<file path="src/rtl/bcd_clock_counter.sv">
// HH:MM:SS BCD clock with a multiplexed 6-digit scan output; 24h by default, 12h+PM with HOUR12_EN.
// Latency: time advances the edge after sec_tick rises; bcd/dig follow the digit index by one cycle.
// Backpressure: none; inc_min/inc_hr are single-cycle pulses accepted every cycle.
module bcd_clock_counter #(
    parameter int TICK_DIV = 50000000,
    parameter int SCAN_DIV = 50000
) (
    input  logic       clk,
    input  logic       rst_n,
    input  logic       run,
    input  logic       inc_min,
    input  logic       inc_hr,
    output logic [3:0] bcd,
    output logic [5:0] dig,
    output logic       sec_tick,
    output logic       pm
);
    localparam int TW = (TICK_DIV > 1) ? $clog2(TICK_DIV) : 1;
    localparam int SW = (SCAN_DIV > 1) ? $clog2(SCAN_DIV) : 1;
    localparam logic [TW-1:0] TICK_LAST = TW'(TICK_DIV - 1);
    localparam logic [SW-1:0] SCAN_LAST = SW'(SCAN_DIV - 1);
`ifdef HOUR12_EN
    localparam logic [3:0] RST_HT = 4'd1;
    localparam logic [3:0] RST_HO = 4'd2;
`else
    localparam logic [3:0] RST_HT = 4'd0;
    localparam logic [3:0] RST_HO = 4'd0;
`endif

    logic [1:0]    rst_sync;
    logic          ena;
    logic [TW-1:0] tick_cnt;
    logic [SW-1:0] scan_cnt;
    logic [2:0]    idx;
    logic [3:0]    s_o, s_t, m_o, m_t, h_o, h_t;
    logic [3:0]    cur;
    logic          sec_carry, min_adv, hr_adv;

    // Assertion is asynchronous; release is synchronised and gates all counting.
    always_ff @(posedge clk or negedge rst_n) begin
        if (!rst_n) rst_sync <= 2'b00;
        else        rst_sync <= {rst_sync[0], 1'b1};
    end
    assign ena = rst_sync[1];

    always_ff @(posedge clk or negedge rst_n) begin
        if (!rst_n) begin
            tick_cnt <= '0;
            sec_tick <= 1'b0;
        end else begin
            sec_tick <= 1'b0;
            if (ena && run) begin
                if (tick_cnt == TICK_LAST) begin
                    tick_cnt <= '0;
                    sec_tick <= 1'b1;
                end else begin
                    tick_cnt <= tick_cnt + 1'b1;
                end
            end
        end
    end

    // A manual minute step absorbs a coincident seconds carry, and with it any hour carry.
    assign sec_carry = sec_tick && (s_o >= 4'd9) && (s_t >= 4'd5);
    assign min_adv   = inc_min || sec_carry;
    assign hr_adv    = inc_hr || (sec_carry && !inc_min && (m_o >= 4'd9) && (m_t >= 4'd5));

    always_ff @(posedge clk or negedge rst_n) begin
        if (!rst_n) begin
            s_o <= 4'd0;
            s_t <= 4'd0;
            m_o <= 4'd0;
            m_t <= 4'd0;
            h_o <= RST_HO;
            h_t <= RST_HT;
        end else if (ena) begin
            if (sec_tick) begin
                if (s_o >= 4'd9) begin
                    s_o <= 4'd0;
                    s_t <= (s_t >= 4'd5) ? 4'd0 : s_t + 4'd1;
                end else begin
                    s_o <= s_o + 4'd1;
                end
            end
            if (min_adv) begin
                if (m_o >= 4'd9) begin
                    m_o <= 4'd0;
                    m_t <= (m_t >= 4'd5) ? 4'd0 : m_t + 4'd1;
                end else begin
                    m_o <= m_o + 4'd1;
                end
            end
            if (hr_adv) begin
`ifdef HOUR12_EN
                if (h_t == 4'd1 && h_o == 4'd1) begin
                    h_o <= 4'd2;
                end else if (h_t >= 4'd1 && h_o >= 4'd2) begin
                    h_t <= 4'd0;
                    h_o <= 4'd1;
                end else if (h_o >= 4'd9) begin
                    h_t <= 4'd1;
                    h_o <= 4'd0;
                end else begin
                    h_o <= h_o + 4'd1;
                end
`else
                if (h_t >= 4'd2 && h_o >= 4'd3) begin
                    h_t <= 4'd0;
                    h_o <= 4'd0;
                end else if (h_o >= 4'd9) begin
                    h_t <= (h_t >= 4'd2) ? 4'd0 : h_t + 4'd1;
                    h_o <= 4'd0;
                end else begin
                    h_o <= h_o + 4'd1;
                end
`endif
            end
        end
    end

`ifdef HOUR12_EN
    always_ff @(posedge clk or negedge rst_n) begin
        if (!rst_n)
            pm <= 1'b0;
        else if (ena && hr_adv && h_t == 4'd1 && h_o == 4'd1)
            pm <= ~pm;
    end
`else
    assign pm = 1'b0;
`endif

    // Scan keeps running while time is frozen so the display stays lit.
    always_ff @(posedge clk or negedge rst_n) begin
        if (!rst_n) begin
            scan_cnt <= '0;
            idx      <= 3'd0;
        end else if (ena) begin
            if (scan_cnt == SCAN_LAST) begin
                scan_cnt <= '0;
                idx      <= (idx >= 3'd5) ? 3'd0 : idx + 3'd1;
            end else begin
                scan_cnt <= scan_cnt + 1'b1;
            end
        end
    end

    always_comb begin
        cur = 4'd0;
        case (idx)
            3'd0:    cur = s_o;
            3'd1:    cur = s_t;
            3'd2:    cur = m_o;
            3'd3:    cur = m_t;
            3'd4:    cur = h_o;
            3'd5:    cur = h_t;
            default: cur = 4'd0;
        endcase
    end

    always_ff @(posedge clk or negedge rst_n) begin
        if (!rst_n) begin
            bcd <= 4'd0;
            dig <= 6'b000001;
        end else begin
            bcd <= cur;
            dig <= 6'b000001 << idx;
        end
    end
endmodule

</file>
<file path="config.mk">
export PLATFORM = sky130hd
export DESIGN_NAME = bcd_clock_counter
export DESIGN_NICKNAME = d
export VERILOG_FILES = /design/src/rtl/bcd_clock_counter.sv
export SDC_FILE = /design/constraint.sdc
export NUM_CORES = 1
export LEC_CHECK = 0
export ABC_CLOCK_PERIOD_IN_PS = 3800
export BUFFER_PORTS_ARGS = -buffer_cell sky130_fd_sc_hd__clkbuf_2
export CAP_MARGIN = 15
export CORE_UTILIZATION = 30
export CTS_BUF_LIST = sky130_fd_sc_hd__clkbuf_8 sky130_fd_sc_hd__clkbuf_16
export DETAILED_ROUTE_END_ITERATION = 10
export GPL_ROUTABILITY_DRIVEN = 0
export SETUP_SLACK_MARGIN = 0.02
export SYNTH_ARGS = -nofsm -noshare
export SYNTH_HDL_FRONTEND = slang
export SYNTH_SLANG_ARGS = --single-unit
export TNS_END_PERCENT = 20
</file>
<file path="constraint.sdc">
create_clock -name clk -period 3.8 [get_ports clk]
set_input_delay 0.38 -clock clk [delete_from_list [all_inputs] [get_ports clk]]
set_output_delay 0.38 -clock clk [all_outputs]
set_load 0.05 [all_outputs]
</file>
==> results_dict.tcl <==
set metrics [dict create \
    slowest_delay_ns 0.77 \
    p_leak_nw 2.21 \
    die_h_um 121 \
    crit_type "flop to flop" \
    ir_drop_mv 0.267 \
    nNetsFinal 465 \
    insertion_delay_ns 0.34 \
    fmax_mhz 407 \
    crit_arrival_ns 2.68 \
    setup_violations 0 \
    rrSetupSlack_ns 1.34 \
    grt_max_degree 83 \
    hold_violations 0 \
    drc 0 \
    cts_root_buf "clkbuf_16" \
    cts_max_path_buffers 2 \
    antenna_found_initial 0 \
    grt_overflow 0 \
    io_pins 17 \
    worst-path-buf-inv 1 \
    relSlewSlack_pct 53.2 \
    rsz0062_at_grt "no" \
    async_flop_share_pct 100 \
    drt-total-wl_mm 8.51 \
    tightest_slew_ns 0.700 \
    vias 3056 \
    path_max_fanout 11 \
    n_antenna_cell 0 \
    cts_sinks 82 \
    drt_first_pass_iters 6 \
    wire_per_inst_um 13.7 \
    finalClockSkew_ns 0.0123 \
    period_share_pct 64.7 \
    first_iter_violations 182 \
    place_area_mm2 0.00451 \
    via_per_inst 4.92 \
    netlist_top_cells_area "dfrtp_1 48%, ha_1 7.0%, xnor2_1 4.3%" \
    cap_violations 0 \
    area_delta_synth_final_pct 15.3 \
    syn_inst 417 \
    ys_ff_latch 82 \
    netlist_area_mm2 0.00426 \
    port_buffers 15 \
    ys_warn_count 0 \
    grt_use_total_pct 12.6 \
    synth_top_cell_by_area "dfrtp_1" \
    coreArea_mm2 0.0139 \
    path_cells "inv_1, ha_1, or3b_1, nand4_2, o41ai_4, nand2b_4, a22o_2" \
    avgSynthCellArea_um2 10.2 \
    cts_buffers 9 \
    cts_tree "done" \
    period_needed_ns 2.46 \
    ctsResizeCount 0 \
    yosysUniqueCellTypes 58 \
    seq_area_frac_synth_pct 48.2 \
    power_density_mw_per_mm2 542 \
    crit_family "compound AO/OA/AOI/OAI gates" \
    finalSetupTns_ns 0 \
    holdWs_ns 0.343 \
    status "complete, no violations" \
    synth.net_count 446 \
    cp-start-kind "flop" \
    drv_slew 0 \
    die_width_um 121 \
    grt_pass1_wl_mm 14.4 \
    hp-class "flop to flop" \
    synth_top_area_share_pct 47.5 \
    synth_ff_type "dfrtp_1" \
    dp_hpwl_mm 5.97 \
    design_area_mm2 0.00492 \
    cpMaxStageDelayCell "o41ai_4" \
    crit_path_end_kind "flop" \
    cp_data_required_time_ns 4.03 \
    path_clk_slew_ns 0.06 \
    drive_above_1_share_pct 12.2 \
    fin_util_pct 35.4 \
    grt_pass1_vias 2928 \
    antenna_left 0 \
    initial_core_util_pct 30.7 \
    synth-edff-count 0 \
    fp.dieArea_mm2 0.0147 \
    num_rows 43 \
    cts.htree.levels 3 \
]
[placed cells by master (no fill, tap or decap), drive strengths merged, types with 2 or more instances in the layout]
cell type  instances
nor4               8
o41ai              3
a21o               2
and3               5
a31oi              4
a21oi              8
xnor2             21
and2               4
clkbuf            23
o21a               2
nor2b              3
a22oi              3
o31ai              3
ha                24
xor2              12
nand2             43
and4               4
o21ai             29
or4                3
nand2b             4
bufinv             4
clkinv             2
or2                2
inv               21
conb               2
a22o               3
buf                3
dfrtp             81
a41oi              2
or3b               2
mux2i              5
a221oi             2
a222oi             2
nand3             27
nor2              35
nor3              11
nand4             14
mux2               2
[per-layer routing]
metal / up-vias / part of all wire [%] / global-route usage (%)
met1: 1494 / 50 / 16.6
met3: 6 / 3.5 / 4.09
met5: - / 0 / 0
met2: 45 / 46 / 19.3
li1: 1511 / - / -
met4: 0 / 1.1 / 4.24
[area by class of cell]
class	count	area, um2
clock buffers	9	225
clock inverters	7	141
fillers	1404	8960
inverters	21	78.8
multi-input cells	304	2070
flip-flops and latches	82	2050
well taps	180	225
repair buffers	18	123
[synth_stat cells (3+ instances only)]
| cell type | count |
|---|---|
| a21oi_1 | 8 |
| a22o_2 | 3 |
| a22oi_1 | 3 |
| a31oi_1 | 4 |
| and3_1 | 5 |
| and4_1 | 4 |
| buf_4 | 3 |
| clkbuf_1 | 3 |
| dfrtp_1 | 81 |
| ha_1 | 24 |
| inv_1 | 21 |
| mux2i_1 | 5 |
| nand2_1 | 43 |
| nand2b_1 | 3 |
| nand3_1 | 27 |
| nand4_1 | 13 |
| nor2_1 | 34 |
| nor2b_1 | 3 |
| nor3_1 | 11 |
| nor4_1 | 4 |
| o21ai_0 | 29 |
| o31ai_1 | 3 |
| or4_1 | 3 |
| xnor2_1 | 21 |
| xor2_1 | 12 |
[final timing paths]
check	from	endpoint	depth (start not counted)
setup / recovery	s_o[0]$_DFFE_PN0P_	h_t[1]$_DFFE_PN0P_	7
hold / removal	rst_sync[0]$_DFF_PN0_	rst_sync[1]$_DFF_PN0_	0
setup reg to reg	s_o[0]$_DFFE_PN0P_	h_t[1]$_DFFE_PN0P_	7
hold reg to reg	rst_sync[0]$_DFF_PN0_	rst_sync[1]$_DFF_PN0_	0
max in group asynchronous	rst_n	tick_cnt[3]$_DFFE_PN0P_	3
min in group asynchronous	rst_n	scan_cnt[11]$_DFFE_PN0P_	2
[worst register-to-register path: stages (launching register included)]
cell and delay [ns]:
dfrtp_1 0.46, inv_1 0.08, ha_1 0.20, or3b_1 0.21
nand4_2 0.24, o41ai_4 0.77, nand2b_4 0.12, a22o_2 0.28
[logic make-up (layout without fill, tap and decap cells)]
family	count (synthesis)	after routing	synth area share, %
muxes	7	7	1.70
xor gates and xnor gates	33	33	6.78
other	2	2	0.176
and+or+nand+nor	169	169	21.3
AOI/OAI and AO/OA	69	69	11.6
DFF	82	82	48.2
buffers and inverters	31	55	3.26
adders and majority gates	24	24	7.04
[where the power goes]
part	total (mW)	leakage [nW]	switching, mW	internal, mW
logic	0.436	0.944	0.238	0.198
clock network	1.06	0.176	0.355	0.708
registers	1.16	1.09	0.171	0.993
[sequential cells by signal (all words and copies together), names as in the netlist]
register / count
m_o: 4
scan_cnt: 16
h_t: 4
dig: 6
m_t: 4
h_o: 4
bcd: 4
s_o: 4
s_t: 4
sec_tick: 1
idx: 3
tick_cnt: 26
rst_sync: 2
[repair_timing]
item,in CTS,in global routing
endpoints found under the hold margin,0,11
setup buffers,0,0
hold buffers,0,1
[stage by stage]
stage / total power [mW] / instances / setup WS (ns)
2_1_floorplan: 1.48 / 417 / 1.68
3_3_place_gp: 1.59 / 603 / 1.46
3_5_place_dp: 1.61 / 603 / 1.34
4_1_cts: 2.69 / 619 / 1.34
5_1_grt: 2.81 / 621 / 1.18
6_report: 2.66 / 621 / 1.34
Note: power is estimated with default switching activity, not from simulation.
